**src/rtl/led_pkg.sv**
```systemverilog
`timescale 1ns/1ps
`default_nettype none
// ============================================================================
// Module   : led_pkg
// Purpose  : Shared defaults and LED polarity for the pattern and fader stages.
// Revision : 1.0 - initial release
// ============================================================================
package led_pkg;

    localparam int DEF_WIDTH      = 5;
    localparam int DEF_PWM_BITS   = 4;
    localparam int DEF_DECAY_SIZE = 8;

    // Board LEDs are active-low on both the pattern input and the pin drive.
    localparam logic LED_ON  = 1'b0;
    localparam logic LED_OFF = 1'b1;

endpackage : led_pkg
`default_nettype wire

```
**src/rtl/led_fade_chan.sv**
```systemverilog
`timescale 1ns/1ps
`default_nettype none
// ============================================================================
// Module   : led_fade_chan
// Purpose  : One LED channel: brightness level, duty mapping, registered drive.
//            LED_FADER_GAMMA_EN selects a squared (gamma) duty curve.
// Revision : 1.0 - initial release
// ============================================================================
module led_fade_chan
    import led_pkg::*;
#(
    parameter int PWM_BITS = DEF_PWM_BITS
) (
    input  logic                clk,
    input  logic                rstn,
    input  logic                led_q,
    input  logic                decay_tick,
    input  logic [PWM_BITS-1:0] pwm_cnt,
    output logic                led
);

    localparam logic [PWM_BITS-1:0] LEVEL_MAX = '1;
    localparam logic [PWM_BITS-1:0] LEVEL_ONE = {{(PWM_BITS-1){1'b0}}, 1'b1};

    logic [PWM_BITS-1:0] level;
    logic [PWM_BITS-1:0] cmp;

    // Reload has priority over a coincident decay tick.
    always_ff @(posedge clk or negedge rstn) begin
        if (!rstn) begin
            level <= '0;
        end else if (led_q == LED_ON) begin
            level <= LEVEL_MAX;
        end else if (decay_tick && (level != '0)) begin
            level <= level - LEVEL_ONE;
        end
    end

`ifdef LED_FADER_GAMMA_EN
    logic [2*PWM_BITS-1:0] level_sq;

    always_comb begin
        level_sq = {{PWM_BITS{1'b0}}, level} * {{PWM_BITS{1'b0}}, level};
        cmp      = level_sq[2*PWM_BITS-1:PWM_BITS];
    end
`else
    always_comb begin
        cmp = level;
    end
`endif

    always_ff @(posedge clk or negedge rstn) begin
        if (!rstn) begin
            led <= LED_OFF;
        end else if (led_q == LED_ON) begin
            led <= LED_ON;
        end else begin
            led <= (pwm_cnt < cmp) ? LED_ON : LED_OFF;
        end
    end

endmodule : led_fade_chan
`default_nettype wire

```
**src/rtl/led_fader.sv**
```systemverilog
`timescale 1ns/1ps
`default_nettype none
// ============================================================================
// Module   : led_fader
// Purpose  : Active-low LED pattern fader: full-on while driven, PWM fade-out
//            after release. Optional macro LED_FADER_GAMMA_EN (gamma duty).
// Revision : 1.0 - initial release
// ============================================================================
module led_fader
    import led_pkg::*;
#(
    parameter int WIDTH      = DEF_WIDTH,
    parameter int PWM_BITS   = DEF_PWM_BITS,
    parameter int DECAY_SIZE = DEF_DECAY_SIZE
) (
    input  logic             clk,
    input  logic             rstn,
    input  logic [WIDTH-1:0] led_in,
    output logic [WIDTH-1:0] led,
    output logic             decay_tick
);

    localparam logic [PWM_BITS-1:0]   PWM_ONE      = {{(PWM_BITS-1){1'b0}}, 1'b1};
    localparam logic [DECAY_SIZE-1:0] PRESCALE_ONE = {{(DECAY_SIZE-1){1'b0}}, 1'b1};
    localparam logic [DECAY_SIZE-1:0] PRESCALE_END = '1;

    logic [WIDTH-1:0]      led_q;
    logic [PWM_BITS-1:0]   pwm_cnt;
    logic [DECAY_SIZE-1:0] prescaler;

    // led_in already lives in this clock domain; one register stage suffices.
    always_ff @(posedge clk or negedge rstn) begin
        if (!rstn) begin
            led_q <= {WIDTH{LED_OFF}};
        end else begin
            led_q <= led_in;
        end
    end

    always_ff @(posedge clk or negedge rstn) begin
        if (!rstn) begin
            pwm_cnt    <= '0;
            prescaler  <= '0;
            decay_tick <= 1'b0;
        end else begin
            pwm_cnt    <= pwm_cnt + PWM_ONE;
            prescaler  <= prescaler + PRESCALE_ONE;
            decay_tick <= (prescaler == PRESCALE_END);
        end
    end

    for (genvar i = 0; i < WIDTH; i++) begin : g_chan
        led_fade_chan #(
            .PWM_BITS (PWM_BITS)
        ) u_chan (
            .clk        (clk),
            .rstn       (rstn),
            .led_q      (led_q[i]),
            .decay_tick (decay_tick),
            .pwm_cnt    (pwm_cnt),
            .led        (led[i])
        );
    end

endmodule : led_fader
`default_nettype wire

```
**config.mk**
```make
export PLATFORM = sky130hd
export DESIGN_NAME = led_fader
export DESIGN_NICKNAME = d
export VERILOG_FILES = /design/src/rtl/led_pkg.sv /design/src/rtl/led_fade_chan.sv /design/src/rtl/led_fader.sv
export SDC_FILE = /design/constraint.sdc
export NUM_CORES = 1
export LEC_CHECK = 0
export ABC_AREA = 1
export ABC_CLOCK_PERIOD_IN_PS = 1800
export CAP_MARGIN = 30
export CORE_MARGIN = 4
export CORE_UTILIZATION = 55
export CTS_BUF_LIST = sky130_fd_sc_hd__clkbuf_8 sky130_fd_sc_hd__clkbuf_16
export CTS_CLUSTER_DIAMETER = 60
export CTS_CLUSTER_SIZE = 28
export DETAILED_ROUTE_END_ITERATION = 16
export DONT_BUFFER_PORTS = 1
export PLACE_DENSITY = 0.77
export RECOVER_POWER = 100
export SYNTH_ARGS = -nofsm -noshare
export SYNTH_HDL_FRONTEND = slang
export SYNTH_SLANG_ARGS = --single-unit
export TNS_END_PERCENT = 20
```
**constraint.sdc**
```tcl
create_clock -name clk -period 1.8 [get_ports clk]
set_input_delay 0.36 -clock clk [delete_from_list [all_inputs] [get_ports clk]]
set_output_delay 0.36 -clock clk [all_outputs]
set_load 0.02 [all_outputs]
```
# ---- After elaboration in Yosys (flattened, before gate mapping)
# Cells that the tools add are included.
dict set report totals {
  register_bits 43
  latch_bits 0
  mem_bits_rw 0
  mem_bits_ro 0
  inputBits 7
  out_inout_bits 6
  n_memories 0
}
dict set report op_classes {
  n_addsub 7
  n_mul 0
  div 0
  order_cmp 5
  eq_ne 6
  n_shift 0
  n_mux 20
  n_bitwise 0
  n_reduce_logical 10
}
# op n
set ops {}
lappend ops {{$mux W4} 10}
lappend ops {{$lt A4 B4 Y1} 5}
lappend ops {{$reduce_bool A4 Y1} 5}
lappend ops {{$sub A4 B1 Y4 const B} 5}
lappend ops {{$mux W1} 10}
lappend ops {{$ne A2 B1 Y1 const B} 5}
lappend ops {{$add A8 B1 Y8 const B} 1}
lappend ops {{$eq A8 B8 Y1 const B} 1}
lappend ops {{$logic_and A1 B1 Y1} 5}
lappend ops {{$add A4 B1 Y4 const B} 1}

# ---- Logic depth before layout (Yosys ltp)
# Gate-level depths: netlist (run 1).
dict set report logic_depth {
  word_depth 4
  depth_mapped 7
  depth_no_buf 7
}

# ---- Cells and area by module
# From an unflattened synthesis (run 1), not the netlist that was laid out.
dict set report unflattened {
  hier_cells 279
  area_unflattened_um2 2513.7
}
# mod n_inst cells_each area_each_um2 seq_area_each_um2
set by_module_without_submodules {}
lappend by_module_without_submodules {led_fade_chan 5 45 371.6 126.4}
lappend by_module_without_submodules {led_fader 1 54 655.6 456.7}

# ---- Worst setup path before layout (run 1)
# OpenSTA, ideal clock, no wires.
dict set report synth_path {
  path_type {register to register}
  from {register g_chan[1].u_chan.level[0]}
  to {register g_chan[1].u_chan.level[1]}
  setup_ps 122
  arrival_time_ps 1032
  required_time_ps 1678
  path_slack_ps 646
  path_stages_with_launch 8
  path_buffers 0
  cell_sequence {dfrtp_1 > inv_1 > ha_1 > nand3_1 > nand2_1 > nand2_2 > nand2_1 > o21ai_1}
}
dict set report synth_between {
  elab_chain_len 3
  word_cells_on_any_way 6
  classes_between {add/sub: 1; eq/ne: 1; mux: 2; reduce/logical: 2}
}
# item line
set synth_lines {}
lappend synth_lines {{start: declaration} led_fade_chan.sv:25} ;# logic [PWM_BITS-1:0] level;
lappend synth_lines {{start signal: assignment} led_fade_chan.sv:35} ;# level <= level - LEVEL_ONE;
lappend synth_lines {{$sub A4 B1 Y4 / $reduce_bool A4 Y1 (equally long branches)} {led_fade_chan.sv:35, led_fade_chan.sv:34}}
lappend synth_lines {{$mux W4 / $logic_and A1 B1 Y1 (equally long branches)} led_fade_chan.sv:34} ;# end else if (decay_tick && (level != '0)) begin
lappend synth_lines {{$mux W4 / $ne A2 B1 Y1 (equally long branches)} --}
# Parallel ways exist; a longest one is shown, timed or not. The select of a mux whose other input is x is not followed.
# A chain may end at the register's enable or synchronous reset.

==> results.json, run 1 <==
{
  "fin_tns_setup_ns": 0,
  "max_slew_margin_pct": 30.9,
  "firstDrtPassIters": 4,
  "gpl.final_weighted_congestion": 0.820,
  "filler_cell_count": 362,
  "num_antenna_cells": 0,
  "num_vias": 1650,
  "rows": 23,
  "grt_setup_unrepaired": "false",
  "fmax_ghz": 0.697,
  "fin_crit_ns": 1.43,
  "timing.reg2reg.worst_path_depth": 7,
  "clk_pin_slew_worst_paths_ns": 0.08,
  "cts_root_buffer": "clkbuf_8",
  "timing.critical_path.slowest_stage_cell": "clkbuf_2",
  "endpoints_failing_setup": 0,
  "largest_net_degree_at_the_start_of_global_routing": 44,
  "ys_top_cells_by_area": "dfrtp_1 36%, nand2_1 13%, ha_1 12%",
  "post_dp_cell_area_um2": 2340,
  "critical_path.max_stage_delay_ns": 0.78,
  "cp_data_arrival_time_ns": 1.70,
  "worstPathMaxFanout": 43,
  "post_dp_hpwl_um": 2750,
  "cts_tree": "done",
  "synth_ff_type": "dfrtp_1",
  "worst_r2r_endpoint": "g_chan[0].u_chan.cmp[0]$_DFFE_PN0P_",
  "worst_clock_skew_ns": 0.00303,
  "instances_no_fill": 322,
  "drive_gt1_share_pct": 7.72,
  "num_io_pins": 13,
  "detail_route.iter0.violations": 89,
  "drcViolationCount": 0,
  "synth_sequential_area_ratio_pct": 47.1,
  "type_of_the_worst_setup_path": "in2async",
  "htreeDepth": 2,
  "ant_nets": 0,
  "worstHoldPathType": "in2reg",
  "fin_util_pct": 60.3,
  "cp.depth": 2,
  "post-route-period-util_pct": 79.7,
  "finalHoldViolations": 0,
  "mappedNetlistArea_um2": 2310,
  "gr-usage-all-layers_pct": 16.6,
  "warnings_from_yosys": 0,
  "reg2reg_setup_slack_ns": 0.44,
  "initial_core_util_pct": 57.4,
  "yosysMostFrequentCell": "nand2_1",
  "grt_antenna_before_repair": 0,
  "dpl.cell_count": 312,
  "synth_common_cells": "80 x nand2_1, 34 x inv_1, 33 x dfrtp_1",
  "detail_route.wirelength_um": 3800,
  "grt_first_pass_wirelength_um": 6760,
  "final_max_slew_viol_count": 0,
  "outcome": "finished clean",
  "cap_viol_max_count": 0,
  "ys_ff_latch": 43,
  "die_width_um": 72.8,
  "power.leakage_nw": 1.29,
  "clock_path_buffers": 2,
  "core_area_um2": 4030,
  "clock_latency_ns": 0.29,
  "terminating_pin_of_the_worst_hold_path": "led_q[1]$_DFF_PN1_",
  "vias_per_cell": 5.12,
  "end_kind": "async pin",
  "postCtsSetupBuffers": 0,
  "die_area_um2": 5300,
  "path_cells": "dlygate4sd3_1 > clkbuf_2",
  "worst_path_required_time_ns": 2.07,
  "worstReg2RegStart": "g_chan[0].u_chan.cmp[0]$_DFFE_PN0P_",
  "grt.overflow.total": 0,
  "path_delay_family": "buffers and inverters",
  "areaGrowthSynthToFinish_pct": 5.14,
  "dieHeight_um": 72.8,
  "cts_num_sinks": 43,
  "min_delay_path_depth": 0,
  "finalNetCount": 300,
  "synth.net_count": 296,
  "post_synthesis_area_per_instance_um2": 8.66,
  "async_reset_ff_share_pct": 100,
  "power.density_nw_per_um2": 809,
  "yosysTopAreaCell": "dfrtp_1",
  "portBuffers": 0,
  "grt_pass1_vias": 1620,
  "vdd_drop_max_mv": 0.442,
  "worst_setup_path_start_kind": "input port",
  "tritoncts.num_buffers": 5,
  "crit_path_start": "rstn",
  "synth_edf_count": 0,
  "routed_wire_length_per_instance_um": 11.8,
  "transition_at_the_pin_with_the_smallest_max_transition_slack_ns": 1.04,
  "min-delay-start": "led_in[1]",
  "cp_buf_inv_count": 2,
  "netlist_instances": 267,
  "netlist.area_leader.share_pct": 35.7,
  "finish.instance_area_um2": 2430,
  "synth_cell_type_count": 22,
  "fin_total_pwr_mw": 1.97
}
metrics by stage:
stage	worst slack [ns]	hold slack, ns
2_1_floorplan	0.646	0.0644
3_3_place_gp	0.534	0.0656
3_5_place_dp	0.509	0.0655
4_1_cts	0.337	0.0420
5_1_grt	0.152	0.0254
6_report	0.366	0.0550
routing by layer:
metal	routed length [um]	GRT usage, %
met1	1710	19.0
met2	1890	28.9
met3	131	3.72
met4	71	8.40
met5	0	0
where the power goes:
part | total, mW | switching, mW | internal [mW]
Combinational | 0.160 | 0.106 | 0.0545
Sequential | 1.04 | 0.0304 | 1.01
Clock | 0.769 | 0.320 | 0.449
how the worst max path moves through the flow:
| stage | to | slack [ns] |
|---|---|---|
| final | g_chan[1].u_chan.cmp[0]$_DFFE_PN0P_ | 0.37 |
| after global routing | prescaler[6]$_DFF_PN0_ | 0.15 |
| after CTS | decay_tick | 0.34 |
| after detailed placement | g_chan[4].u_chan.cmp[1]$_DFFE_PN0P_ | 0.51 |
| after global placement | g_chan[4].u_chan.cmp[0]$_DFFE_PN0P_ | 0.53 |
| after floorplan | g_chan[1].u_chan.cmp[1]$_DFFE_PN0P_ | 0.65 |
logic make-up (layout without fill, tap and decap cells):
logic type	Yosys count	count (layout)	share of synthesized area [%]
and+or+nand+nor	124	124	23.8
buffers and inverters	44	49	8.12
DFF	43	43	47.1
AOI/OAI and AO/OA	27	27	6.39
adders and majority gates	22	22	11.9
xor gates and xnor gates	7	7	2.65
flip-flops by register name, summed over array words and instances (netlist names):
| register | flops |
|---|---|
| decay_tick | 1 |
| g_chan.u_chan.cmp | 20 |
| g_chan.u_chan.led | 5 |
| led_q | 5 |
| prescaler | 8 |
| pwm_cnt | 4 |
cell type report:
cell class	instances	area [um^2]	area share, %
sequential	43	1090	44.8
multi-input combinational	180	996	41.0
inverter	38	143	5.87
clock buffer	6	82.6	3.40
tap	50	62.6	2.57
clock inverter	2	35.0	1.44
timing repair buffer	3	22.5	0.927
timing repair:
item | 4_1_cts | 5_1_grt
hold endpoints to repair | 43 | 0
gates resized for setup | 0 | 0
endpoints found under the setup margin | 0 | 0
hold buffers | 2 | 0
placed cells by master (no fill, tap or decap):
cell type	count
a21boi_0	2
a21oi_1	12
buf_4	1
bufinv_16	1
clkbuf_2	1
clkbuf_8	6
clkinv_2	1
dfrtp_1	33
dfstp_1	5
dfstp_2	5
dlygate4sd3_1	1
ha_1	22
inv_1	34
inv_2	4
nand2_1	86
nand3_1	25
nand3_2	1
nand3b_1	1
nand4_1	3
nor2_1	7
nor3_1	1
o21ai_0	10
o21ai_1	2
o21ai_2	1
xnor2_1	1
xor2_1	6
Note: power is estimated with default switching activity, not from simulation.
==> run 2: changes to the inputs <==
--- a/config.mk
+++ b/config.mk
@@ -6,7 +6,7 @@
 export NUM_CORES = 1
 export LEC_CHECK = 0
 export ABC_AREA = 1
-export ABC_CLOCK_PERIOD_IN_PS = 1800
+export ABC_CLOCK_PERIOD_IN_PS = 1420
 export CAP_MARGIN = 30
 export CORE_MARGIN = 4
 export CORE_UTILIZATION = 55
==> constraint.sdc (replaced) <==
create_clock -name clk -period 1.42 [get_ports clk]
set_input_delay 0.284 -clock clk [delete_from_list [all_inputs] [get_ports clk]]
set_output_delay 0.284 -clock clk [all_outputs]
set_load 0.02 [all_outputs]
==> results.json, run 2 (synthesized netlist as in run 1, its figures left out) <==
{
  "finalNetCount": 306,
  "worstPathMaxFanout": 4,
  "htreeDepth": 2,
  "power.internal_mw": 1.80,
  "min-delay-start": "prescaler[0]$_DFF_PN0_",
  "clock_path_buffers": 2,
  "gr-usage-all-layers_pct": 16.6,
  "detail_route.iter0.violations": 55,
  "worst_setup_path_start_kind": "flip-flop",
  "worstHoldPathType": "reg2reg",
  "end_kind": "flip-flop",
  "min_delay_path_depth": 1,
  "cp_data_arrival_time_ns": 1.51,
  "filler_cell_count": 330,
  "initial_core_util_pct": 57.4,
  "share_of_total_power_in_combinational_logic_pct": 9.1,
  "critical_path.max_stage_delay_ns": 0.40,
  "post-route-period-util_pct": 93.0,
  "power.share.switching_pct": 24.0,
  "portBuffers": 0,
  "worst_path_required_time_ns": 1.61,
  "grt_antenna_before_repair": 0,
  "rows": 23,
  "postCtsSetupBuffers": 0,
  "clock_power_share_pct": 35.3,
  "clk_pin_slew_worst_paths_ns": 0.08,
  "crit_path_frequent_cell": "nand2_1",
  "fin_tns_setup_ns": 0,
  "routed_wire_length_per_instance_um": 11.5,
  "ant_nets": 0,
  "worst_clock_skew_ns": 0.00733,
  "timing.critical_path.slowest_stage_cell": "dfrtp_1",
  "cts_root_buffer": "clkbuf_8",
  "p_sw_uw": 568,
  "gpl.final_weighted_congestion": 0.840,
  "die_area_um2": 5300,
  "mostFrequentLayoutCell": "nand2_1",
  "vdd_drop_max_mv": 0.654,
  "grt.overflow.total": 0,
  "finalHoldViolations": 0,
  "drive_gt1_share_pct": 9.35,
  "cap_viol_max_count": 0,
  "power.leakage_nw": 1.30,
  "firstDrtPassIters": 4,
  "crit_path_start": "g_chan[4].u_chan.cmp[0]$_DFFE_PN0P_",
  "post_dp_hpwl_um": 2780,
  "core_area_um2": 4030,
  "num_antenna_cells": 0,
  "detail_route.wirelength_um": 3760,
  "grt_first_pass_wirelength_um": 6870,
  "mostFrequentLayoutCells": "82 x nand2_1, 34 x inv_1, 33 x dfrtp_1",
  "share_seq_of_total_power_pct": 55.6,
  "fin_total_pwr_mw": 2.37,
  "outcome": "finished clean",
  "grt_pass1_vias": 1580,
  "power.density_nw_per_um2": 953,
  "num_vias": 1672,
  "endpoints_failing_setup": 0,
  "vias_per_cell": 5.10,
  "largest_net_degree_at_the_start_of_global_routing": 44,
  "largest_register_ff_count": 20,
  "fin_crit_ns": 1.32,
  "max_slew_margin_pct": 62.2,
  "drcViolationCount": 0,
  "type_of_the_worst_setup_path": "reg2reg",
  "final_max_slew_viol_count": 0,
  "dieHeight_um": 72.8,
  "areaGrowthSynthToFinish_pct": 7.47,
  "tritoncts.num_buffers": 5,
  "transition_at_the_pin_with_the_smallest_max_transition_slack_ns": 0.566,
  "worstReg2RegStart": "g_chan[4].u_chan.cmp[0]$_DFFE_PN0P_",
  "num_io_pins": 13,
  "die_width_um": 72.8,
  "fmax_ghz": 0.758,
  "cts_num_sinks": 43,
  "path_cells": "inv_1 > ha_1 > nand3_1 > nand2_1 > nand2_2 > nand2_1 > nand2_1",
  "cts_tree": "done",
  "grt_setup_unrepaired": "false",
  "timing.reg2reg.worst_path_depth": 7,
  "clock_latency_ns": 0.29
}
## run 2: cell types whose count changed in the layout (fill, tap and decap cells not counted), moves of 4 or more
| cell | previous run | this run |
|---|---|---|
| dlygate4sd3_1 | 1 | 6 |
| nand2_2 | 0 | 4 |
| nand2_1 | 86 | 82 |
| o21ai_1 | 2 | 9 |
| o21ai_0 | 10 | 3 |
## run 2: timing repair
action                     4_1_cts  5_1_grt
hold buffers                     7        0
resized for setup                0        1
hold endpoints to repair        48        0
setup endpoints to repair        0        1
## run 2: final cells by class
cell class	count	area, um^2	area share, %
clock inverters	1	7.51	0.302
repair buffers	9	80.1	3.22
clock buffers	7	96.3	3.88
inverters	38	143	5.74
multi-input cells	180	1010	40.5
well taps	50	62.6	2.52
flip-flops and latches	43	1090	43.8
## run 2: path summary, 6_finish.rpt
check	to	slack, ns
max in group asynchronous	led_q[1]$_DFF_PN1_	0.46
worst min register to register	prescaler[0]$_DFF_PN0_	0.45
min in group asynchronous	g_chan[2].u_chan.cmp[2]$_DFFE_PN0P_	0.57
worst min-delay path	prescaler[0]$_DFF_PN0_	0.45
worst max register to register	g_chan[4].u_chan.cmp[3]$_DFFE_PN0P_	0.1
worst max-delay path	g_chan[4].u_chan.cmp[3]$_DFFE_PN0P_	0.1
## run 2: routing by layer
metal / vias up / track usage (%) / share of wire, %
li1: 869 / - / -
met1: 775 / 20.7 / 45
met2: 21 / 27.7 / 49
met3: 7 / 4.68 / 4.3
met4: 0 / 5.53 / 1.8
met5: - / 0 / 0
## run 2: through the flow
stage	worst slack (ns)	util (%)	hold slack (ns)	std cells	area, um^2
after floorplan	0.266	-	-0.0116	267	2310
after global placement	0.161	58.2	-0.0105	313	2340
after detailed placement	0.0990	58.2	-0.0104	313	2340
after CTS	0.0796	62.7	0.454	328	2530
after global routing	0.00765	61.6	0.509	328	2480
final	0.0999	61.6	0.452	328	2480
## run 2: power groups by stage
stage / combinational (mW) / sequential, mW / clock, mW
global route: 0.255 / 1.33 / 0.932
detailed placement: 0.180 / 1.34 / 0
global placement: 0.176 / 1.34 / 0
finish: 0.215 / 1.32 / 0.837
CTS: 0.225 / 1.32 / 0.873
floorplan: 0.149 / 1.33 / 0
## run 2: worst max-delay path, delay by kind of cell (launching register included)
kind | cells | cell delay (ns)
buffers and inverters | 1 | 0.14
flip-flops | 1 | 0.40
AND/OR/NAND/NOR | 5 | 0.46
adder cells (fa/ha/maj) | 1 | 0.21
